`src/rtl/ps2_rx_fifo.sv`:
```
// PS/2 keyboard receiver feeding a show-ahead byte FIFO for the CPU's
// keyboard MMIO path. Deframes 11-bit device-to-host frames, checks odd
// parity and the stop bit, and aborts stalled frames after a timeout.
`timescale 1ns/1ps

module ps2_rx_fifo #(
  parameter int DEPTH_LOG2     = 3,
  parameter int TIMEOUT_CYCLES = 200
) (
  input  logic       clk,
  input  logic       rst,
  input  logic       ps2_clk,
  input  logic       ps2_data,
  input  logic       read_enable,
  output logic [7:0] data,
  output logic       ready,
  output logic       overflow,
  output logic       frame_err
);

  localparam int DEPTH = 1 << DEPTH_LOG2;
  localparam int TW    = $clog2(TIMEOUT_CYCLES + 1);

  typedef logic [DEPTH_LOG2-1:0] ptr_t;
  typedef logic [DEPTH_LOG2:0]   cnt_t;
  typedef logic [TW-1:0]         tmo_t;

  typedef enum logic [1:0] {
    IDLE  = 2'd0,
    RECV  = 2'd1,
    CHECK = 2'd2
  } state_t;

  logic [1:0] clk_sync_q, clk_sync_d;
  logic [1:0] data_sync_q, data_sync_d;
  logic       clk_prev_q, clk_prev_d;
  state_t     state_q, state_d;
  logic [3:0] bitcnt_q, bitcnt_d;
  logic [9:0] shift_q, shift_d;
  tmo_t       timeout_q, timeout_d;
  logic [7:0] mem_q [DEPTH];
  logic [7:0] mem_d [DEPTH];
  ptr_t       wr_ptr_q, wr_ptr_d;
  ptr_t       rd_ptr_q, rd_ptr_d;
  cnt_t       count_q, count_d;
  logic       overflow_q, overflow_d;

  logic fe;
  logic bit_in;
  logic good_frame;
  logic timeout_hit;
  logic push_req;
  logic err_raw;
  logic full;
  logic pop;
  logic push;

  // Synchronize both PS/2 pins and derive a one-cycle falling-edge strobe.
  always_comb begin
    clk_sync_d  = {clk_sync_q[0], ps2_clk};
    data_sync_d = {data_sync_q[0], ps2_data};
    clk_prev_d  = clk_sync_q[1];
    fe          = clk_prev_q & ~clk_sync_q[1];
    bit_in      = data_sync_q[1];
    // After ten shifts bit 9 holds the stop bit and bits 8:0 are data plus parity.
    good_frame  = shift_q[9] & (^shift_q[8:0]);
    timeout_hit = (state_q == RECV) && !fe && (timeout_q == tmo_t'(TIMEOUT_CYCLES - 1));
  end

  // Next-state logic of the frame FSM.
  always_comb begin
    state_d = state_q;
    case (state_q)
      IDLE: begin
        if (fe && !bit_in) state_d = RECV;
      end
      RECV: begin
        if (timeout_hit)                    state_d = IDLE;
        else if (fe && bitcnt_q == 4'd9)    state_d = CHECK;
      end
      CHECK: state_d = IDLE;
      default: state_d = IDLE;
    endcase
  end

  // Shift register, bit counter and inactivity timer for the frame in flight.
  always_comb begin
    bitcnt_d  = bitcnt_q;
    shift_d   = shift_q;
    timeout_d = '0;
    case (state_q)
      IDLE: bitcnt_d = '0;
      RECV: begin
        if (timeout_hit) begin
          bitcnt_d = '0;
          shift_d  = '0;
        end else if (fe) begin
          shift_d  = {bit_in, shift_q[9:1]};
          bitcnt_d = bitcnt_q + 4'd1;
        end else begin
          timeout_d = timeout_q + tmo_t'(1);
        end
      end
      CHECK: bitcnt_d = '0;
      default: bitcnt_d = '0;
    endcase
  end

  // FSM outputs: push request for good frames, error strobe for rejects and aborts.
  always_comb begin
    push_req = 1'b0;
    err_raw  = 1'b0;
    case (state_q)
      IDLE:  err_raw = fe & bit_in;
      RECV:  err_raw = timeout_hit;
      CHECK: begin
        push_req = good_frame;
        err_raw  = ~good_frame;
      end
      default: err_raw = 1'b0;
    endcase
    frame_err = rst & err_raw;
  end

  // Show-ahead FIFO bookkeeping; a push into a full FIFO only succeeds alongside a pop.
  always_comb begin
    full       = (count_q == cnt_t'(DEPTH));
    pop        = read_enable && (count_q != '0);
    push       = push_req && (!full || pop);
    mem_d      = mem_q;
    wr_ptr_d   = wr_ptr_q;
    rd_ptr_d   = rd_ptr_q;
    count_d    = count_q;
    overflow_d = overflow_q;
    if (push) begin
      mem_d[wr_ptr_q] = shift_q[7:0];
      wr_ptr_d        = wr_ptr_q + ptr_t'(1);
    end
    if (pop) rd_ptr_d = rd_ptr_q + ptr_t'(1);
    if (push && !pop)      count_d = count_q + cnt_t'(1);
    else if (pop && !push) count_d = count_q - cnt_t'(1);
    if (push_req && full) begin
      if (!pop) overflow_d = 1'b1;
    end else if (pop) begin
      overflow_d = 1'b0;
    end
    data     = mem_q[rd_ptr_q];
    ready    = (count_q != '0);
    overflow = overflow_q;
  end

  // State register with synchronous active-low reset.
  always_ff @(posedge clk) begin
    if (!rst) begin
      clk_sync_q  <= 2'b11;
      data_sync_q <= 2'b11;
      clk_prev_q  <= 1'b1;
      state_q     <= IDLE;
      bitcnt_q    <= '0;
      shift_q     <= '0;
      timeout_q   <= '0;
      mem_q       <= '{default: '0};
      wr_ptr_q    <= '0;
      rd_ptr_q    <= '0;
      count_q     <= '0;
      overflow_q  <= 1'b0;
    end else begin
      clk_sync_q  <= clk_sync_d;
      data_sync_q <= data_sync_d;
      clk_prev_q  <= clk_prev_d;
      state_q     <= state_d;
      bitcnt_q    <= bitcnt_d;
      shift_q     <= shift_d;
      timeout_q   <= timeout_d;
      mem_q       <= mem_d;
      wr_ptr_q    <= wr_ptr_d;
      rd_ptr_q    <= rd_ptr_d;
      count_q     <= count_d;
      overflow_q  <= overflow_d;
    end
  end

endmodule
```
`config.mk`:
```
export PLATFORM = sky130hd
export DESIGN_NAME = ps2_rx_fifo
export DESIGN_NICKNAME = d
export VERILOG_FILES = /design/src/rtl/ps2_rx_fifo.sv
export SDC_FILE = /design/constraint.sdc
export NUM_CORES = 1
export LEC_CHECK = 0
export ABC_AREA = 1
export CORE_MARGIN = 3
export CORE_UTILIZATION = 30
export CTS_CLUSTER_SIZE = 25
export DETAILED_ROUTE_END_ITERATION = 8
export PLACE_DENSITY = 0.55
export SLEW_MARGIN = 30
export SYNTH_ARGS = -nofsm -noshare
export SYNTH_HDL_FRONTEND = slang
export SYNTH_SLANG_ARGS = --single-unit
export TNS_END_PERCENT = 30
```
`constraint.sdc`:
```
create_clock -name clk -period 3.85 [get_ports clk]
set_input_delay 0.77 -clock clk [delete_from_list [all_inputs] [get_ports clk]]
set_output_delay 0.77 -clock clk [all_outputs]
set_load 0.02 [all_outputs]
```
# After elaboration in Yosys (flattened, before gate mapping)
# Index checks and enable logic that the tools add are counted.
# word_totals
register_bits	104
input_bits	5
output_inout_bits	11
word_cells	92
# op_classes
addsub	6
order_cmp	3
eq_ne	8
mux	19
bitwise_logic	10
reduce_logical	27
# ops
operator	count
bitwise mux 64 bit	1
binary-select mux 8 bit (select 3 bit)	1
demux 8 bit (select 3 bit)	1
two-way mux 8 bit	3
two-way mux 10 bit	2
logical AND 1 bit	10
XOR reduction 9 bit	1
adder 4 x 1 -> 4 bit, second input constant	2
adder 8 x 1 -> 8 bit, second input constant	1
== test 4 bit, second input constant	2
== test 8 bit, second input constant	1
>= comparator 4 bit, second input constant	2
two-way mux 4 bit	2
NOT 3 -> 4 bit	2
adder 3 x 1 -> 3 bit, second input constant	2
two-way mux 2 bit	3
AND reduction 2 bit	3
nonzero test 2 bit	3
zero test 1 bit	5
bitwise AND 1 bit	4
< comparator 4 x 1 -> 1 bit, second input constant	1
two-way mux 1 bit	4
inequality test 2 bit, second input constant	2
NOT 1 bit	4
other kinds (11)	11

# Longest topological paths before layout
# depth
word_depth	8
ltp_mapped	22
mapped_depth_nobuf	21

# Worst setup path before layout
# No wires, ideal clock.
# synth_timing
kind	in2reg
from	input port read_enable
to	register count_q[3]
setup_time_ns	0.119
arrival_ns	2.801
required_time_ns	3.731
slack_ns	0.929
cell_stages	15
path_buffers	1
path_cell_list	nand2_1 -> nand2_2 -> buf_2 -> nand2_1 -> inv_1 -> ha_1 -> inv_1 -> ha_1 -> and3_1 -> a211oi_1 -> nor2_1 -> nor2_1 -> nand2_1 -> o21ai_0 -> a21oi_1
# synth_between
elab_chain_len	6
word_cells_on_any_way	9
classes_between	1 x mux; 8 x reduce/logical
# synth_lines
element	line_no	source
from (decl)	14	input logic read_enable,
logical AND 1 bit (*)	128	pop = read_enable && (count_q != '0);
logical OR 1 bit (*)	129	push = push_req && (!full || pop);
logical AND 1 bit (*)	129	
named net push	56	logic push;
zero test 1 bit	141	else if (pop && !push) count_d = count_q - cnt_t'(1);
logical AND 1 bit	141	
nonzero test 2 bit (no source line)	-	
to (signal assigned)	178	count_q <= count_d;
to (decl)	45	cnt_t count_q, count_d;
# The timed path passes the listed nets; every way through them passes the cells marked *.
# A chain may end at the register's enable or synchronous reset.

# Worst setup path after layout
# layout_timing
from	register rd_ptr_q[1]
to	output port data[2]
# layout_between
elab_chain_len	4
# layout_lines
element	line_no	source
from (decl)	44	ptr_t rd_ptr_q, rd_ptr_d;
from (signal assigned)	177	rd_ptr_q <= rd_ptr_d;
NOT 3 -> 4 bit (implied by the code)	147	data = mem_q[rd_ptr_q];
binary-select mux 8 bit (select 3 bit)	147	
two-way mux 8 bit (implied by the code) (2 in a row)	147	
to (decl)	15	output logic [7:0] data,
# Every way passes these cells. The select of a mux whose other input is x is not followed.

==> impl_metrics.ini <==
[status]
status = completed

[finish]
fillCellCount = 1764
num_antenna_cells = 0
utilization_pct = 35.12
syn2layout_area_growth_pct = 13.35
fin_nets = 744
drive_gt1_share_pct = 6.531
fin_cells = 951

[sta]
setup_violations = 0
tightestPinTransition_ns = 0.6622
drv_slew = 0
fmax_mhz = 311.2
fin_crit_sh_pct = 83.47
final-hold-violation-count = 0
rsz0062_at_grt = false
slew_headroom_pct = 55.69
tns_ns = 0
clock-skew-final_ns = 0.009716
post-route-min-period_ns = 3.214

[yosys]
async_reset_ff_share_pct = 0
ys_top_cells_by_area = dfxtp_1 (42%), nand2_1 (14%), nor2_1 (9.2%)
synth_largest_area_cell = dfxtp_1
ys.flop_type = dfxtp_1
synth-edff-count = 0
syn_nets = 742
yosys.area_share.simple_pct = 30.89
synth_top_area_share_pct = 42.00
synth.yosys.seq_area_share_pct = 42.00
syn_inst = 728
synth_top_family_by_area = simple AND/OR/NAND/NOR gates
syn_area_sq_um = 4957
ys.warnings.count = 0
synth-xor-area-share_pct = 1.918
ys_seq_elements = 104
synth_compound_area_share_pct = 13.50
synth_fa_ha_area_share_pct = 2.423
synth.area.mux_share_pct = 0
avgSynthCellArea_sq_um = 6.809
synth.distinct_cells = 31

[global_routing]
grt_pass1_wl_mm = 20.91
grt_use_total_pct = 14.39
antenna_found_initial = 0
grt_pass1_vias = 4078
grt_overflow = 0
grt_max_degree = 52

[floorplan]
pin_count = 16
fp.dieArea_sq_um = 18100
rows = 46
die_w_um = 134.5
start_util_pct = 30.98
die_h_um = 134.5
coreArea_sq_um = 16000

[clock_network]
cts_root_buf = clkbuf_16
cts_buffers = 9
cts.path.max_buffers = 2
post_cts_buffers = 0
htreeDepth = 3
clock_sinks = 104
cts_resized = 0
clock_latency_ns = 0.36
cts.clk_slew.worst_paths_ns = 0.07
cts_tree = built
cts_hold_buf = 0

[placed_design]
place_inst = 935
dp_hpwl_mm = 7.926
port_buffers = 15
gp_congestion = 0.7714

[worst_setup_path]
start_kind = register
path_cells = clkinv_1 > a21oi_1 > o21ai_0 > a31oi_1 > clkdlybuf4s50_1
end_kind = output port
path_class = reg2out
crit_slowest_cell = clkdlybuf4s50_1
path_buf_inv = 2
critPathTopFamily = buffers and inverters
r2r_cells = 20
crit_arrival_ns = 2.44
cp_max_fo = 14
worst_path_largest_cell_delay_ns = 0.65
path_depth = 5
required_ns = 3.08

[job]
cap_violations = 0

[detailed_routing]
vias = 4401
dr.pass1.iters = 4
ant_nets = 0
wire_per_inst_um = 13.22
drt_iter0_drc = 282
viasPerCell = 4.628
route.detailed.drc = 0
wl_mm = 12.57

[power_and_ir_drop]
ir_worst_vdd_v = 0.0004008
power.leakage_uw = 0.002430
powerDensity_nw_per_um2 = 475.3

[min_path]
whs_path_depth = 1
hp-class = reg2reg
==> flip-flops by register name, summed over array words and instances, names as in the netlist, 3 cells and up <==
| name | flops |
|---|---|
| bitcnt_q | 4 |
| count_q | 4 |
| mem_q | 64 |
| rd_ptr_q | 3 |
| shift_q | 10 |
| timeout_q | 8 |
| wr_ptr_q | 3 |
==> cell usage in the layout (no fill, tap or decap), types with 14 or more instances in the layout <==
| master | count |
|---|---|
| nand3_1 | 14 |
| nor2_1 | 122 |
| o21ai_0 | 49 |
| buf_4 | 14 |
| nand2_1 | 179 |
| clkdlybuf4s50_1 | 14 |
| nand4_1 | 26 |
| inv_1 | 70 |
| dfxtp_1 | 104 |
| a21oi_1 | 69 |
==> synthesized netlist by cell type, drive strengths merged (6+ instances only) <==
cell type / number
a31oi: 9
nor2: 123
nand2: 180
xor2: 7
or2: 6
buf: 12
clkbuf: 26
nand3: 21
o21ai: 49
nand4: 26
ha: 8
dfxtp: 104
inv: 72
a21oi: 69
==> final timing paths <==
path / start / to / slack, ns
worst max-delay path: rd_ptr_q[1]$_SDFFE_PN0P_ / data[2] / 0.64
worst max register to register: shift_q[5]$_SDFFE_PN0P_ / count_q[3]$_SDFFE_PN0P_ / 0.83
worst min-delay path: data_sync_q[0]$_SDFF_PN1_ / data_sync_q[1]$_SDFF_PN1_ / 0.41
worst min register to register: data_sync_q[0]$_SDFF_PN1_ / data_sync_q[1]$_SDFF_PN1_ / 0.41
==> where the power goes <==
group	internal [uW]	switching (uW)
registers	1100	25.7
logic	168	359
clock network	587	425
==> worst register-to-register path: stages, from the launching register on <==
cell      delay [ns]
dfxtp_1         0.62
inv_2           0.07
nand2_1         0.08
nand2_1         0.06
nand2_1         0.06
nand3_1         0.08
nand3_1         0.10
nand3_2         0.11
nor2_4          0.12
nand2_1         0.10
inv_1           0.11
ha_1            0.18
inv_1           0.09
ha_1            0.32
and3_1          0.18
a211oi_1        0.23
nor2_1          0.07
nor2_1          0.09
nand2_1         0.06
o21ai_0         0.14
a21oi_1         0.05
==> layout make-up <==
type	count	area, sq um	share of cell area (%)
Inverter	74	277.8	4.943
Clock inverter	5	80.08	1.425
Multi-Input combinational cell	512	2416	43.00
Sequential cell	104	2082	37.05
Tap cell	216	270.3	4.810
Clock buffer	11	242.7	4.320
Timing Repair Buffer	29	250.2	4.453
==> metrics by stage <==
stage | worst slack (ns) | cell area (sq um) | hold WS [ns] | power (uW)
global placement | 0.5920 | 5296 | 0.3960 | 1688
CTS | 0.6127 | 5619 | 0.4132 | 2694
global route | 0.4037 | 5619 | 0.4253 | 2802
finish | 0.6363 | 5619 | 0.4077 | 2671
detailed placement | 0.5572 | 5296 | 0.3973 | 1684
floorplan | 0.9294 | 4957 | 0.3917 | 1501
==> kinds of logic after synthesis <==
family	Yosys count
AOI/OAI and AO/OA	130
DFF	104
and+or+nand+nor	363
xor gates and xnor gates	10
adders and majority gates	9
buffers and inverters	112
==> per-layer routing <==
| metal | global-route usage, % | part of all wire, % |
|---|---|---|
| met1 | 20.01 | 51 |
| met2 | 22.04 | 45 |
| met3 | 2.645 | 2.9 |
| met4 | 5.882 | 1.9 |
| met5 | 0 | 0 |
(Power assumes the default switching activity.)
